===== src/rtl/core_state_sequencer_pkg.sv =====
// Shared definitions for the scratch-core instruction-cycle sequencer.
// Holds the 3-bit state encoding and the stage-strobe indices. The frame
// write-enable controller uses the same stage indices.
package core_state_sequencer_pkg;

  // Instruction-cycle states, 3-bit encoding.
  typedef enum logic [2:0] {
    SEQ_IDLE       = 3'd0,
    SEQ_FETCH_REQ  = 3'd1,
    SEQ_FETCH_RECV = 3'd2,
    SEQ_DECODE     = 3'd3,
    SEQ_SETUP      = 3'd4,
    SEQ_EXECUTE    = 3'd5,
    SEQ_WRITEBACK  = 3'd6,
    SEQ_FAULT      = 3'd7
  } seqState_e;

  // Bit positions of the stage strobes in a packed stage vector.
  localparam int STAGE_FETCH_REQ  = 0;
  localparam int STAGE_FETCH_RECV = 1;
  localparam int STAGE_DECODE     = 2;
  localparam int STAGE_SETUP      = 3;
  localparam int STAGE_EXECUTE    = 4;
  localparam int STAGE_WRITEBACK  = 5;
  localparam int STAGE_COUNT      = 6;

  // True in states where the core is doing work on an instruction.
  function automatic logic isActiveState(input seqState_e st);
    return (st != SEQ_IDLE) && (st != SEQ_FAULT);
  endfunction

endpackage


===== src/rtl/seq_sat_counter.sv =====
// Saturating up-counter used for the sequencer performance counters.
// Ports:
//   clk   - clock
//   inc   - add one this cycle (ignored once the count is all-ones)
//   clr   - synchronous clear, wins over inc
//   count - current count (registered)
module seq_sat_counter #(
  parameter int WIDTH = 32
) (
  input  logic             clk,
  input  logic             inc,
  input  logic             clr,
  output logic [WIDTH-1:0] count
);

  // Count register: clear, saturating increment, or hold.
  always_ff @(posedge clk) begin
    if (clr) begin
      count <= '0;
    end else if (inc && (count != '1)) begin
      count <= count + WIDTH'(1);
    end else begin
      count <= count;
    end
  end

endmodule


===== src/rtl/core_state_sequencer.sv =====
// Top-level instruction-cycle FSM for the scratch core. Walks each instruction
// through FETCH_REQ, FETCH_RECV, DECODE, SETUP, EXECUTE, WRITEBACK and emits a
// one-hot stage strobe per state. A fetch that never returns data traps the
// sequencer in FAULT until reset.
// Optional feature: define SEQ_PERF_COUNTERS_EN to build the retired and
// active-cycle counters; otherwise those ports are tied to zero.
// Ports:
//   clk, reset                  - clock, synchronous active-high reset
//   run, halt_request           - start permission, stop-after-retire request
//   mem_readReady/Valid         - instruction memory handshake inputs
//   exec_busy                   - execute unit still working
//   mem_readRequest             - read request to instruction memory
//   fetch_RequestState .. writebackState - one-hot stage strobes
//   halted, fault               - IDLE / FAULT indicators
//   retired_count, cycle_count  - performance counters
import core_state_sequencer_pkg::*;

module core_state_sequencer #(
  parameter int FETCH_TIMEOUT = 255,
  parameter int COUNTER_WIDTH = 32
) (
  input  logic                     clk,
  input  logic                     reset,
  input  logic                     run,
  input  logic                     halt_request,
  input  logic                     mem_readReady,
  input  logic                     mem_readValid,
  input  logic                     exec_busy,
  output logic                     mem_readRequest,
  output logic                     fetch_RequestState,
  output logic                     fetch_ReceiveState,
  output logic                     decodeState,
  output logic                     setupState,
  output logic                     executeState,
  output logic                     writebackState,
  output logic                     halted,
  output logic                     fault,
  output logic [COUNTER_WIDTH-1:0] retired_count,
  output logic [COUNTER_WIDTH-1:0] cycle_count
);

  // Last counter value that still permits waiting; reaching it without
  // valid data means FETCH_TIMEOUT receive cycles have elapsed.
  localparam logic [7:0] TIMEOUT_LAST = 8'(FETCH_TIMEOUT - 1);

  seqState_e  state_r;
  seqState_e  nextState_s;
  logic [7:0] timeoutCnt_r;
  logic [7:0] timeoutCntNext_s;

  // State and fetch-timeout registers.
  always_ff @(posedge clk) begin
    if (reset) begin
      state_r      <= SEQ_IDLE;
      timeoutCnt_r <= 8'd0;
    end else begin
      state_r      <= nextState_s;
      timeoutCnt_r <= timeoutCntNext_s;
    end
  end

  // Next-state logic and strobe decode from the current state.
  always_comb begin
    nextState_s        = state_r;
    timeoutCntNext_s   = timeoutCnt_r;
    fetch_RequestState = 1'b0;
    fetch_ReceiveState = 1'b0;
    decodeState        = 1'b0;
    setupState         = 1'b0;
    executeState       = 1'b0;
    writebackState     = 1'b0;
    halted             = 1'b0;
    fault              = 1'b0;
    case (state_r)
      SEQ_IDLE: begin
        halted = 1'b1;
        if (run) begin
          nextState_s = SEQ_FETCH_REQ;
        end else begin
          nextState_s = SEQ_IDLE;
        end
      end
      SEQ_FETCH_REQ: begin
        fetch_RequestState = 1'b1;
        // Valid data arriving alongside ready is not ours yet; only ready matters here.
        if (mem_readReady) begin
          nextState_s      = SEQ_FETCH_RECV;
          timeoutCntNext_s = 8'd0;
        end else begin
          nextState_s = SEQ_FETCH_REQ;
        end
      end
      SEQ_FETCH_RECV: begin
        fetch_ReceiveState = 1'b1;
        // Valid data beats the timeout when both land on the same cycle.
        if (mem_readValid) begin
          nextState_s = SEQ_DECODE;
        end else if (timeoutCnt_r == TIMEOUT_LAST) begin
          nextState_s = SEQ_FAULT;
        end else begin
          timeoutCntNext_s = timeoutCnt_r + 8'd1;
        end
      end
      SEQ_DECODE: begin
        decodeState = 1'b1;
        nextState_s = SEQ_SETUP;
      end
      SEQ_SETUP: begin
        setupState  = 1'b1;
        nextState_s = SEQ_EXECUTE;
      end
      SEQ_EXECUTE: begin
        executeState = 1'b1;
        if (exec_busy) begin
          nextState_s = SEQ_EXECUTE;
        end else begin
          nextState_s = SEQ_WRITEBACK;
        end
      end
      SEQ_WRITEBACK: begin
        writebackState = 1'b1;
        // Halt is only looked at here so a fetched instruction always retires.
        if (run && !halt_request) begin
          nextState_s = SEQ_FETCH_REQ;
        end else begin
          nextState_s = SEQ_IDLE;
        end
      end
      SEQ_FAULT: begin
        fault       = 1'b1;
        nextState_s = SEQ_FAULT;
      end
      default: begin
        fault       = 1'b1;
        nextState_s = SEQ_FAULT;
      end
    endcase
  end

  assign mem_readRequest = fetch_RequestState;

`ifdef SEQ_PERF_COUNTERS_EN
  seq_sat_counter #(.WIDTH(COUNTER_WIDTH)) uRetiredCounter (
    .clk   (clk),
    .inc   (writebackState),
    .clr   (reset),
    .count (retired_count)
  );

  seq_sat_counter #(.WIDTH(COUNTER_WIDTH)) uCycleCounter (
    .clk   (clk),
    .inc   (isActiveState(state_r)),
    .clr   (reset),
    .count (cycle_count)
  );
`else
  assign retired_count = '0;
  assign cycle_count   = '0;
`endif

endmodule


===== config.mk =====
export PLATFORM = sky130hd
export DESIGN_NAME = core_state_sequencer
export DESIGN_NICKNAME = d
export VERILOG_FILES = /design/src/rtl/core_state_sequencer_pkg.sv /design/src/rtl/seq_sat_counter.sv /design/src/rtl/core_state_sequencer.sv
export SDC_FILE = /design/constraint.sdc
export NUM_CORES = 1
export LEC_CHECK = 0
export BUFFER_PORTS_ARGS = -buffer_cell sky130_fd_sc_hd__buf_2
export CAP_MARGIN = 25
export CORE_MARGIN = 3
export CORE_UTILIZATION = 42
export DETAILED_ROUTE_END_ITERATION = 16
export GPL_ROUTABILITY_DRIVEN = 0
export PLACE_DENSITY = 0.9
export SKIP_CTS_REPAIR_TIMING = 1
export SKIP_LAST_GASP = 1
export SYNTH_ARGS = -nofsm -noshare
export SYNTH_HDL_FRONTEND = slang
export SYNTH_SLANG_ARGS = --single-unit

===== constraint.sdc =====
create_clock -name clk -period 2.4 [get_ports clk]
set_input_delay 0.48 -clock clk [delete_from_list [all_inputs] [get_ports clk]]
set_output_delay 0.48 -clock clk [all_outputs]
set_load 0.01 [all_outputs]

### Word level (Yosys, flattened, before mapping)

Index checks and enable logic that the tools add are counted.

| cells by class | value |
|---|---|
| shifts and indexed selects | 0 |
| equality and inequality tests | 12 |
| $add $sub $neg | 1 |
| $lt $le $gt $ge | 0 |
| $mul | 0 |
| divide/modulo/power cells | 0 |
| bitwise operators | 0 |
| reductions and logical operators | 5 |
| mux-type cells | 19 |

Operators with widths:

| cell | count |
|---|---|
| 8-bit 2-to-1 mux | 3 |
| 3-bit one-hot mux with 8 select lines | 1 |
| 8-bit one-hot mux with 2 select lines | 1 |
| 3-bit == test (second input constant) | 4 |
| 1-bit 2-to-1 mux | 10 |
| 8-bit by 1-bit adder with 8-bit output (second input constant) | 1 |
| 8-bit == test (second input constant) | 1 |
| 3-bit by 2-bit == test with 1-bit output (second input constant) | 2 |
| 3-bit 2-to-1 mux | 2 |
| 2-bit inequality test (second input constant) | 3 |
| 2-bit 2-to-1 mux | 2 |
| 4-bit AND reduction | 1 |
| 3-bit by 1-bit == test with 1-bit output (second input constant) | 1 |
| 3-bit zero test | 1 |
| 3-bit inequality test (second input constant) | 1 |
| 2-bit nonzero test | 1 |
| 1-bit logical AND | 1 |
| 1-bit zero test | 1 |

| storage, ports and cells | value |
|---|---|
| bits in latches | 0 |
| register bits | 11 |
| logic and storage cells | 39 |
| output and inout port bits | 73 |
| memories | 0 |
| RAM bits | 0 |
| input port bits | 7 |
| bits in read-only memories | 0 |

### Longest topological paths before layout

| depth | value |
|---|---|
| depth in word-level cells | 4 |
| mapped depth | 7 |
| depth with buffers taken out | 6 |

### Worst setup path after synthesis

Ideal clock, no wire load.

| timing | value |
|---|---|
| path type | register -> register |
| start | register timeoutCnt_r[0] |
| end | register timeoutCnt_r[6] |
| required time | 2.330 ns |
| setup slack | 0.585 ns |
| stages on the path, launching flop included | 8 |
| library setup time | 0.070 ns |
| path buffers | 1 |
| arrival time | 1.745 ns |
| clock period less this slack | 1.815 ns |
| path through | dfxtp_1 > inv_1 > ha_1 > and4b_1 > a21o_1 > clkbuf_1 > or4_1 > a21oi_1 |

| on the way | value |
|---|---|
| cells in the longest elaborated chain, start to end | 4 |
| elaborated cells on any way between the ends | 7 |
| those cells by class | add/sub: 1; eq/ne: 2; mux: 3; reduce/logical: 1 |

RTL lines:

| element | RTL line | RTL |
|---|---|---|
| start, declared | core_state_sequencer.sv:48 | `logic [7:0] timeoutCnt_r;` |
| start signal, assigned | core_state_sequencer.sv:58 | `timeoutCnt_r <= timeoutCntNext_s;` |
| 8-bit by 1-bit adder with 8-bit output | core_state_sequencer.sv:101 | `timeoutCntNext_s = timeoutCnt_r + 8'd1;` |
| 8-bit 2-to-1 mux | core_state_sequencer.sv:98 | `end else if (timeoutCnt_r == TIMEOUT_LAST) begin` |
| 8-bit 2-to-1 mux | core_state_sequencer.sv:96 | `if (mem_readValid) begin` |
| 8-bit one-hot mux with 2 select lines | core_state_sequencer.sv:74 | `case (state_r)` |

Several ways; a longest one is shown, not always the timed one. The select of a mux whose other input is x is not followed.
A chain may end at the register's enable or synchronous reset.

### Worst setup path after layout

| timing | value |
|---|---|
| start | register state_r[0] |
| end | register timeoutCnt_r[6] |

| on the way | value |
|---|---|
| cells in the longest elaborated chain, start to end | 3 |
| elaborated cells on any way between the ends | 8 |
| those cells by class | eq/ne: 5; mux: 1; reduce/logical: 2 |

RTL lines:

| element | RTL line | RTL |
|---|---|---|
| start, declared | core_state_sequencer.sv:46 | `seqState_e state_r;` |
| start signal, assigned | core_state_sequencer.sv:57 | `state_r <= nextState_s;` |
| 3-bit by 2-bit == test with 1-bit output / 3-bit by 1-bit == test with 1-bit output (equally long branches) | core_state_sequencer.sv:74 |  |
| 2-bit inequality test (no line) / 2-bit nonzero test (equally long branches) | - |  |
| 4-bit AND reduction (no line) | - |  |

Several ways; a longest one is shown, not always the timed one.

==> flow_summary_export.csv <==
group,metric,value,unit
timing,max-slew-margin-rel,66.4,%
power_and_ir_drop,p_int,0.000426,W
clocking,clkSlewWorstSetupHoldPaths,80,ps
final_layout,drive_above_1_share,13.1,%
logic_synthesis,synth_top_area_share,39.8,%
drt,wl_met3,234,µm
placement,dpl_worst_slack,425,ps
drt,drtPass1Iterations,4,
logic_synthesis,synth_area_leader_cell,"buf_4",
clocking,cts_buffers,3,
timing,drv_slew,0,
worst_setup_path,r2r_end,"timeoutCnt_r[6]",
worst_setup_path,reg2reg_from,"state_r[0]",
drt,vias_per_cell,4.49,
power_and_ir_drop,switching_share,47.7,%
global_routing,grt_pass1_vias,645,
final_layout,layout.nets,178,
timing,grt_setup_unrepaired,"false",
power_and_ir_drop,ir_worst_vdd,0.000526,V
logic_synthesis,seq_area_frac_synth,18.0,%
timing,finalHoldViolations,0,
timing,fmax,504,MHz
logic_synthesis,synth.distinct_cells,35,
worst_setup_path,critical_path.max_stage_delay,620,ps
worst_setup_path,critPathLaunchType,"flip-flop",
global_routing,antenna_found_initial,0,
power_and_ir_drop,leakage,0.542,nW
final_layout,n_antenna_cell,0,
final_layout,area_growth,-11.8,%
worst_setup_path,crit_type,"reg -> reg",
timing,setup_slack,417,ps
final_layout,fill_cells,290,
logic_synthesis,ys_seq_elements,11,
timing,setup_tns,0,ps
logic_synthesis,netlist_instances,158,
placement,port_buffers,15,
logic_synthesis,synth_area,0.00123,mm²
clocking,clock_path_buffers,2,
floorplan,start_util,46.9,%
clocking,cts_root_buf,"clkbuf_4",
power_and_ir_drop,p_clk_share,16.9,%
worst_setup_path,crit_slowest_cell,"dfxtp_1",
placement,dp_hpwl,1560,µm
timing,final.setup_skew,5.62,ps
worst_setup_path,end_kind,"flip-flop",
power_and_ir_drop,seq_power_share,34.1,%
drt,wl_met1,800,µm
worst_setup_path,path_depth,4,
drt,remaining_drc_errors,0,
worst_setup_path,r2r_setup_slack,420,ps
clocking,cts_tree,"done",
drt,drt_wl_total,2020,µm
drt,drt_iter0_drc,5,
floorplan,dieArea,0.00360,mm²
drt,routed.top_layer,"met4",
timing,finalCriticalPeriod,1980,ps
logic_synthesis,synth_common_cells,"buf_4, dfxtp_1, a21oi_1",
worst_setup_path,critPathRequiredTime,2620,ps
logic_synthesis,yosysMostFrequentCell,"buf_4",
drt,vias,889,
logic_synthesis,ys_top_cells_by_area,"buf_4, dfxtp_1, a21oi_1",
logic_synthesis,yosys_warnings,0,
timing,setup_viol,0,
clocking,cts.sinks,11,
global_routing,grt-ovfl-total,0,
logic_synthesis,syn_area_per_cell,7.76,µm²
worst_setup_path,crit_path_max_fanout,17,
floorplan,rows,18,
logic_synthesis,synth_edf_count,0,
power_and_ir_drop,power_frac_comb,49.0,%
hold_path,worstHoldPathType,"in -> reg",
timing,finalCritPeriodShare,82.6,%
floorplan,ios,80,
floorplan,die_w,60.0,µm
worst_setup_path,path_cells,"and3b_1 > or3_4 > or4_1 > a21oi_1",
power_and_ir_drop,p_per_area,754,mW/mm²
floorplan,core-area,0.00261,mm²
global_routing,grt_pass1_wl,2840,µm
timing,worstMarginPinSlew,503,ps
clocking,insertion_delay,280,ps
run_status,status,"finished, final reports clean",
worst_setup_path,worstSetupEndpoint,"timeoutCnt_r[6]",
drt,avgRoutedWirePerCell,10.2,µm
global_routing,grt_usage,10.4,%
logic_synthesis,synthFlopType,"dfxtp_1",
drt,routed-wl-met2,952,µm
run,maxCapViolCount,0,
power_and_ir_drop,p_switching,0.000389,W
worst_setup_path,arrival,2200,ps
worst_setup_path,cp-startpoint,"state_r[0]",
worst_setup_path,worstRegToRegCells,4,
clocking,htree_levels,1,
worst_setup_path,path_delay_family,"simple AND/OR/NAND/NOR gates",
drt,ant_nets,0,
global_routing,grt_max_degree,19,
worst_setup_path,critPathBufInv,0,
logic_synthesis,async_flop_share,0,%
floorplan,fp.dieH,60.0,µm
stage by stage:
step / std cells / power [W] / util, % / instance area, µm² / hold slack (ps)
after floorplan: 221 / 0.000695 / - / 1460 / 439
after global placement: 194 / 0.000659 / 40.4 / 1050 / 458
after detailed placement: 194 / 0.000677 / 40.4 / 1050 / 470
after CTS: 198 / 0.000816 / 41.4 / 1080 / 420
after global routing: 198 / 0.000890 / 41.4 / 1080 / 422
final: 198 / 0.000815 / 41.4 / 1080 / 429
cells by family after synthesis:
kind of cell / synth area share (%)
fa+ha+maj: 2.04
compound gates: 11.4
flops: 18.0
simple gates: 21.9
other cells: 0.306
buf+inv: 44.0
xor+xnor: 0.714
mux: 1.63
worst min-delay path by stage:
stage                                from               to  slack (ps)  cells past startpoint
after floorplan           timeoutCnt_r[5]  timeoutCnt_r[5]         440                      2
after global placement    timeoutCnt_r[5]  timeoutCnt_r[5]         460                      2
after detailed placement  timeoutCnt_r[5]  timeoutCnt_r[5]         470                      2
after CTS                           reset       state_r[1]         420                      2
after global routing                reset       state_r[1]         420                      2
final                               reset       state_r[1]         430                      2
state kept, by name (all words and copies together), names as in the netlist:
register / cells
timeoutCnt_r: 8
state_r: 3
cell type report:
class	instances	area (µm²)	area share (%)
tap	30	37.5	3.47
multi-input combinational	134	703	65.0
inverter	3	11.3	1.04
clock buffer	4	26.3	2.43
timing repair buffer	16	82.6	7.64
sequential	11	220	20.4
metal layers:
metal / track usage [%] / vias to the layer above
met4: 4.75 / 0
met1: 13.2 / 401
li1: - / 434
met3: 4.32 / 5
met2: 15.1 / 49
met5: 0 / -
cell usage in the layout, fill, tap and decap left out, types with 2 or more instances in the layout:
cell / count
a21oi_1: 9
a311oi_1: 2
and3b_1: 4
buf_2: 15
clkbuf_4: 3
conb_1: 64
dfxtp_1: 11
ha_1: 2
inv_1: 3
mux2i_1: 2
nand2_1: 5
nand2b_1: 2
nand3_1: 4
nand4_1: 2
nor2_1: 5
nor3_1: 4
nor3b_1: 4
o21ai_0: 2
o31ai_1: 5
or3_1: 2
or4_1: 4
power by group through the flow:
stage               clock (W)  sequential, W  combinational (W)
global placement            0       0.000276           0.000383
floorplan                   0       0.000233           0.000462
global route         0.000149       0.000286           0.000454
detailed placement          0       0.000281           0.000396
finish               0.000137       0.000278           0.000400
CTS                  0.000142       0.000277           0.000397
worst reg2reg max path, stage by stage (launching register included):
cell and delay [ps]:
dfxtp_1 620, and3b_1 250, or3_4 390, or4_1 510
a21oi_1 140
No activity file was read; power rests on OpenSTA's default activity.
